===== config.mk =====
export PLATFORM = sky130hd
export DESIGN_NAME = decode_stage_buffered
export DESIGN_NICKNAME = d
export VERILOG_FILES = /design/src/rtl/decode_stage_buffered.sv
export SDC_FILE = /design/constraint.sdc
export NUM_CORES = 1
export LEC_CHECK = 0
export ABC_AREA = 1
export CAP_MARGIN = 40
export CORE_MARGIN = 4
export CORE_UTILIZATION = 45
export DETAILED_ROUTE_END_ITERATION = 16
export GPL_ROUTABILITY_DRIVEN = 0
export GPL_TIMING_DRIVEN = 1
export HOLD_SLACK_MARGIN = 0.1
export PLACE_DENSITY = 0.74
export SETUP_SLACK_MARGIN = 0.1
export SYNTH_ARGS = -nofsm -noshare
export SYNTH_HDL_FRONTEND = slang
export SYNTH_SLANG_ARGS = --single-unit

===== constraint.sdc =====
create_clock -name clock -period 6.7 [get_ports clock]
set_input_delay 1.005 -clock clock [delete_from_list [all_inputs] [get_ports clock]]
set_output_delay 1.005 -clock clock [all_outputs]
set_load 0.05 [all_outputs]

===== src/rtl/decode_stage_buffered.sv =====
// decode_stage_buffered
//   RV32I decode stage with a DEPTH-entry input queue between fetch and the
//   ALU/issue stage. Raw instruction words and their PCs are queued; the head
//   entry is decoded combinationally, so a word pushed into an empty queue is
//   presented one cycle later.
//
// Ports
//   clock        sole clock, rising edge
//   reset_c      synchronous active-high reset (wins over flush/push/pop)
//   flush        empties the queue; same-cycle push/pop are discarded
//   fetch_*      upstream valid/ready handshake, instruction word and PC
//   dec_*        downstream valid/ready handshake and decoded head fields
//   occupancy    number of entries currently held
module decode_stage_buffered #(
    parameter int XLEN  = 32,
    parameter int PC_W  = 32,
    parameter int DEPTH = 2,
    parameter int CNT_W = $clog2(DEPTH + 1)
) (
    input  logic             clock,
    input  logic             reset_c,
    input  logic             flush,
    input  logic             fetch_valid,
    output logic             fetch_ready,
    input  logic [31:0]      fetch_instr,
    input  logic [PC_W-1:0]  fetch_pc,
    output logic             dec_valid,
    input  logic             dec_ready,
    output logic [PC_W-1:0]  dec_pc,
    output logic [6:0]       dec_opcode,
    output logic [4:0]       dec_rd,
    output logic [4:0]       dec_rs1,
    output logic [4:0]       dec_rs2,
    output logic [2:0]       dec_funct3,
    output logic [6:0]       dec_funct7,
    output logic [XLEN-1:0]  dec_imm,
    output logic [2:0]       dec_fmt,
    output logic             dec_illegal,
    output logic [CNT_W-1:0] occupancy
);

    localparam int PTR_W = (DEPTH > 1) ? $clog2(DEPTH) : 1;
    localparam logic [CNT_W-1:0] FULL_CNT = CNT_W'(DEPTH);
    localparam logic [PTR_W-1:0] LAST_PTR = PTR_W'(DEPTH - 1);

    typedef enum logic [2:0] {
        FMT_R   = 3'd0,
        FMT_I   = 3'd1,
        FMT_S   = 3'd2,
        FMT_B   = 3'd3,
        FMT_U   = 3'd4,
        FMT_J   = 3'd5,
        FMT_ILL = 3'd7
    } fmt_e;

    // ------------------------------------------------------------------
    // Queue storage and control
    // ------------------------------------------------------------------
    logic [31:0]      instr_mem [DEPTH];
    logic [PC_W-1:0]  pc_mem    [DEPTH];

    logic [PTR_W-1:0] wr_ptr_reg, wr_ptr_next;
    logic [PTR_W-1:0] rd_ptr_reg, rd_ptr_next;
    logic [CNT_W-1:0] count_reg;
    logic             push, pop;
    logic [DEPTH-1:0] wr_en;

    // Ready depends only on stored occupancy, never on dec_ready, so a pop
    // frees a slot for the following cycle only.
    assign fetch_ready = (count_reg < FULL_CNT);
    assign dec_valid   = (count_reg != '0);
    assign occupancy   = count_reg;

    assign push = fetch_valid && fetch_ready;
    assign pop  = dec_valid && dec_ready;

    // Indices wrap explicitly so DEPTH need not be a power of two.
    assign wr_ptr_next = (wr_ptr_reg == LAST_PTR) ? '0 : wr_ptr_reg + PTR_W'(1);
    assign rd_ptr_next = (rd_ptr_reg == LAST_PTR) ? '0 : rd_ptr_reg + PTR_W'(1);

    // Writing an entry during flush/reset is harmless: the pointers and count
    // are cleared, so the word is never presented.
    for (genvar gi = 0; gi < DEPTH; gi++) begin : g_wr_en
        assign wr_en[gi] = push && (wr_ptr_reg == PTR_W'(gi));
    end

    always_ff @(posedge clock) begin
        for (int i = 0; i < DEPTH; i++) begin
            if (wr_en[i]) begin
                instr_mem[i] <= fetch_instr;
                pc_mem[i]    <= fetch_pc;
            end
        end
    end

    always_ff @(posedge clock) begin
        if (reset_c || flush) begin
            wr_ptr_reg <= '0;
            rd_ptr_reg <= '0;
            count_reg  <= '0;
        end else begin
            if (push) begin
                wr_ptr_reg <= wr_ptr_next;
            end
            if (pop) begin
                rd_ptr_reg <= rd_ptr_next;
            end
            case ({push, pop})
                2'b10:   count_reg <= count_reg + CNT_W'(1);
                2'b01:   count_reg <= count_reg - CNT_W'(1);
                default: count_reg <= count_reg;
            endcase
        end
    end

    // ------------------------------------------------------------------
    // Head decode (combinational from stored raw bits)
    // ------------------------------------------------------------------
    logic [31:0]        head_instr;
    fmt_e               fmt;
    logic signed [31:0] imm32;

    assign head_instr = instr_mem[rd_ptr_reg];
    assign dec_pc     = pc_mem[rd_ptr_reg];
    assign dec_opcode = head_instr[6:0];

    always_comb begin
        fmt   = FMT_ILL;
        imm32 = '0;
        case (head_instr[6:0])
            7'b0110011: fmt = FMT_R;
            7'b0010011, 7'b0000011, 7'b1100111,
            7'b1110011, 7'b0001111: begin
                fmt   = FMT_I;
                imm32 = {{20{head_instr[31]}}, head_instr[31:20]};
            end
            7'b0100011: begin
                fmt   = FMT_S;
                imm32 = {{20{head_instr[31]}}, head_instr[31:25], head_instr[11:7]};
            end
            7'b1100011: begin
                fmt   = FMT_B;
                imm32 = {{20{head_instr[31]}}, head_instr[7], head_instr[30:25],
                         head_instr[11:8], 1'b0};
            end
            7'b0110111, 7'b0010111: begin
                fmt   = FMT_U;
                imm32 = {head_instr[31:12], 12'b0};
            end
            7'b1101111: begin
                fmt   = FMT_J;
                imm32 = {{12{head_instr[31]}}, head_instr[19:12], head_instr[20],
                         head_instr[30:21], 1'b0};
            end
            default: begin
                fmt   = FMT_ILL;
                imm32 = '0;
            end
        endcase
    end

    assign dec_fmt     = fmt;
    // Every legal opcode already ends in 2'b11; the explicit test keeps the
    // compressed-encoding rule visible.
    assign dec_illegal = (fmt == FMT_ILL) || (head_instr[1:0] != 2'b11);
    assign dec_imm     = XLEN'(imm32);

    // Fields a format does not encode are zeroed so consumers can use them
    // without re-checking the format.
    assign dec_rd     = (fmt == FMT_S || fmt == FMT_B) ? 5'd0 : head_instr[11:7];
    assign dec_rs1    = (fmt == FMT_U || fmt == FMT_J) ? 5'd0 : head_instr[19:15];
    assign dec_rs2    = (fmt == FMT_R || fmt == FMT_S || fmt == FMT_B) ? head_instr[24:20] : 5'd0;
    assign dec_funct3 = (fmt == FMT_U || fmt == FMT_J) ? 3'd0 : head_instr[14:12];
    assign dec_funct7 = (fmt == FMT_R) ? head_instr[31:25] : 7'd0;

endmodule


==> metrics.md <==
| Metric | Value |
|---|---|
| Vias in the first global route | ~4500 |
| Seq cells post-synth | 133 |
| Post-CTS sizing | 0 |
| Post-synthesis sequential area ratio | 0.6584 |
| Total CTS buffers | 17 |
| Largest net degree at the start of global routing | 65 |
| Diode count | 0 |
| YS warnings | 0 |
| Number of buffers inserted by hold repair at cts | 0 |
| All-Layer GR Usage | 0.1899 |
| Sequential share of power | 0.422 |
| Detailed Route Iter0 Violations | approximately 300 |
| HP Class | flip-flop to flip-flop |
| Clock sink total | ~130 |
| Grt ovf | 0 |
| Startpoint Class | flip-flop |
| Int Power | 0.001730 W |
| Initial Utilization | 0.4670 |
| IO Pins | between 150 and 200 |
| DP Worst Slack | between 2 and 3 ns |
| Core ar. | between 10000 and 15000 um^2 |
| Most frequent cells in the layout | nand2_1 (201), clkdlybuf4s50_1 (172), edfxtp_1 (128), inv_1 (66), nor2_1 (38) |
| Avg WL per Cell | between 15 and 20 um |
| Clock share of power | 0.429 |
| Commonest non-fill, non-tap cell in the layout | nand2_1 |
| CTS max path bufs | 2 |
| Vias per cell | around 4.8 |
| PwrDens | approximately 270 nW/um^2 |
| VDD IR max | between 150 and 200 uV |
| Cell variety after synth | 29 |
| CTS tree | yes |
| Layout cells sized above 1 | 0.1165 |
| Final slew viol count | 0 |
| Setup tns final | 0 ns |
| Switching Share | 0.2452 |
| Largest cells by area after synthesis | edfxtp_1 (64%), nand2_1 (13%), inv_1 (4.1%) |
| Initial antenna violation count | 0 |
| Die Area | ~15000 um^2 |
| Crit share post-route | 0.6350 |
| NetSw | 0.0005619 W |
| Minimum clock period | 4.254 ns |
| First-pass GRT wire length | ~22000 um |
| Post-Syn Area per Cell | 10.40 um^2 |
| Comb pwr share | 0.150 |
| DRC viols | 0 |
| HPWL after detailed placement | about 10000 um |
| Fill count | between 900 and 1000 |
| Fmax | between 0.2 and 0.25 GHz |
| Cell count after synthesis | roughly 580 |
| Via count | approximately 4500 |
| Post-Place Cell Area | around 7800 um^2 |
| Final WS setup | around 2.4 ns |
| Final setup fails | 0 |
| Final Hold Vio Count | 0 |
| Crit. End Element | output port |
| WP data required | about 5.7 ns |
| Final ANT Viol Nets | 0 |
| Die Ht | 123.4 um |
| Critical Path AT | between 3 and 4 ns |
| Clock Skew | ~0.0075 ns |
| P_leak | about 3.5 nW |
| CTS root buffer | clkbuf_16 |
| Layout area overhead | 41.55% |
| Clk_lat worst skew | roughly 0.4 ns |
| Post-Route WL | 14250 um |
| Top cell type's share of synthesized area | 0.6417 |
| Post-CTS setup buffers | 0 |
| Initial DRT Pass Iterations | 5 |
| Rows | 41 |
| Status | complete, no violations |
| Port bufs | about 170 |
| Fin area | roughly 8500 um^2 |
| RSZ-0062 raised after global routing | false |
| Worst Path Max Fanout | 50 |
| Least-Margin Pin Slew | about 0.85 ns |
| Die X | roughly 120 um |
| Max-capacitance violation count | 0 |
| Worst slew margin | 0.4327 |
| Clock transition at path regs | 0.06 ns |
| Post-synth top area cell | edfxtp_1 |
| Netlist Area Pre-Place | between 5000 and 6000 um^2 |
| Final nets | 821 |
| H-Tree Depth | 4 |
| Setup CP Type | flip-flop to output port |
| Syn nets | between 600 and 700 |
==> synthesized netlist by cell type <==
cell type / instances
buf_2: 5
dfxtp_1: 5
clkbuf_1: 6
or2_1: 2
nand2_2: 18
nand3_2: 8
mux2i_1: 1
o21ai_0: 24
edfxtp_1: 128
nand3_4: 1
nor2_2: 6
or2_2: 4
nand2_1: 201
nand3_1: 12
nand2_4: 4
a21oi_1: 18
nor3_1: 3
nand3b_2: 1
o21ai_1: 1
inv_1: 66
ha_1: 1
inv_2: 6
o21ai_2: 1
nor2_4: 2
nor2_8: 1
nor2_1: 40
nor3_2: 2
buf_4: 1
buf_6: 8
==> power by group through the flow <==
stage / clock network (W) / logic, W / registers (W)
3_3_place_gp: 0 / 0.000338 / 0.000981
5_1_grt: 0.00104 / 0.000365 / 0.000969
3_5_place_dp: 0 / 0.000344 / 0.000983
4_1_cts: 0.000999 / 0.000346 / 0.000966
2_1_floorplan: 0 / 0.000206 / 0.000984
6_report: 0.000983 / 0.000343 / 0.000966
==> kinds of logic (layout without fill, tap and decap cells) <==
| kind of cell | Yosys count | in the layout | share of synthesized area |
|---|---|---|---|
| buf+inv | 92 | 280 | 0.06935 |
| simple gates | 305 | 305 | 0.2310 |
| mux | 1 | 1 | 0.001671 |
| fa+ha+maj | 1 | 1 | 0.002089 |
| compound gates | 44 | 44 | 0.03739 |
| flops | 133 | 133 | 0.6585 |
==> final timing paths <==
check                     from               end  slack (ns)  cells after the start
setup / recovery     flip-flop       dec_imm[22]        2.45                     10
setup reg to reg  occupancy[1]  instr_mem[1][22]        4.51                      4
hold / removal      rd_ptr_reg         flip-flop        0.49                      2
hold reg to reg     rd_ptr_reg         flip-flop        0.49                      2
==> worst max-delay path: stages, from the launching register on <==
cell             delay [ns]
dfxtp_4                0.57
inv_2                  0.08
buf_12                 0.19
nand2_1                0.08
nand2_1                0.14
nor2_1                 0.20
nand3_2                0.13
inv_1                  0.32
nand2_1                0.18
nand3_2                0.11
clkdlybuf4s50_1        0.81
==> per-layer routing <==
metal,vias up,share of wire,track usage
met5,-,0,0
met4,0,0.014,0.06851
met3,18,0.081,0.06084
met2,171,0.51,0.3265
met1,2078,0.40,0.2234
li1,2213,-,-
==> stage by stage <==
| stage | hold WS [ns] | utilization | cells | power [W] |
|---|---|---|---|---|
| finish | 0.4868 | 0.6611 | 936 | 0.002292 |
| global route | 0.5392 | 0.6611 | 936 | 0.002377 |
| CTS | 0.4829 | 0.6611 | 936 | 0.002311 |
| detailed placement | 0.4709 | 0.6115 | 904 | 0.001327 |
| global placement | 0.4724 | 0.6100 | 903 | 0.001319 |
| floorplan | 0.4606 | - | 576 | 0.001190 |
==> cell type report <==
cell class	instances	area, um^2	share of cell area
flip-flops and latches	133	3948	0.4656
repair buffers	176	1764	0.2081
multi-input cells	351	1645	0.1941
clock buffers	18	429.2	0.05062
inverters	72	270.3	0.03188
well taps	172	215.2	0.02538
clock inverters	14	206.4	0.02435
No activity file was read; power rests on OpenSTA's default activity.
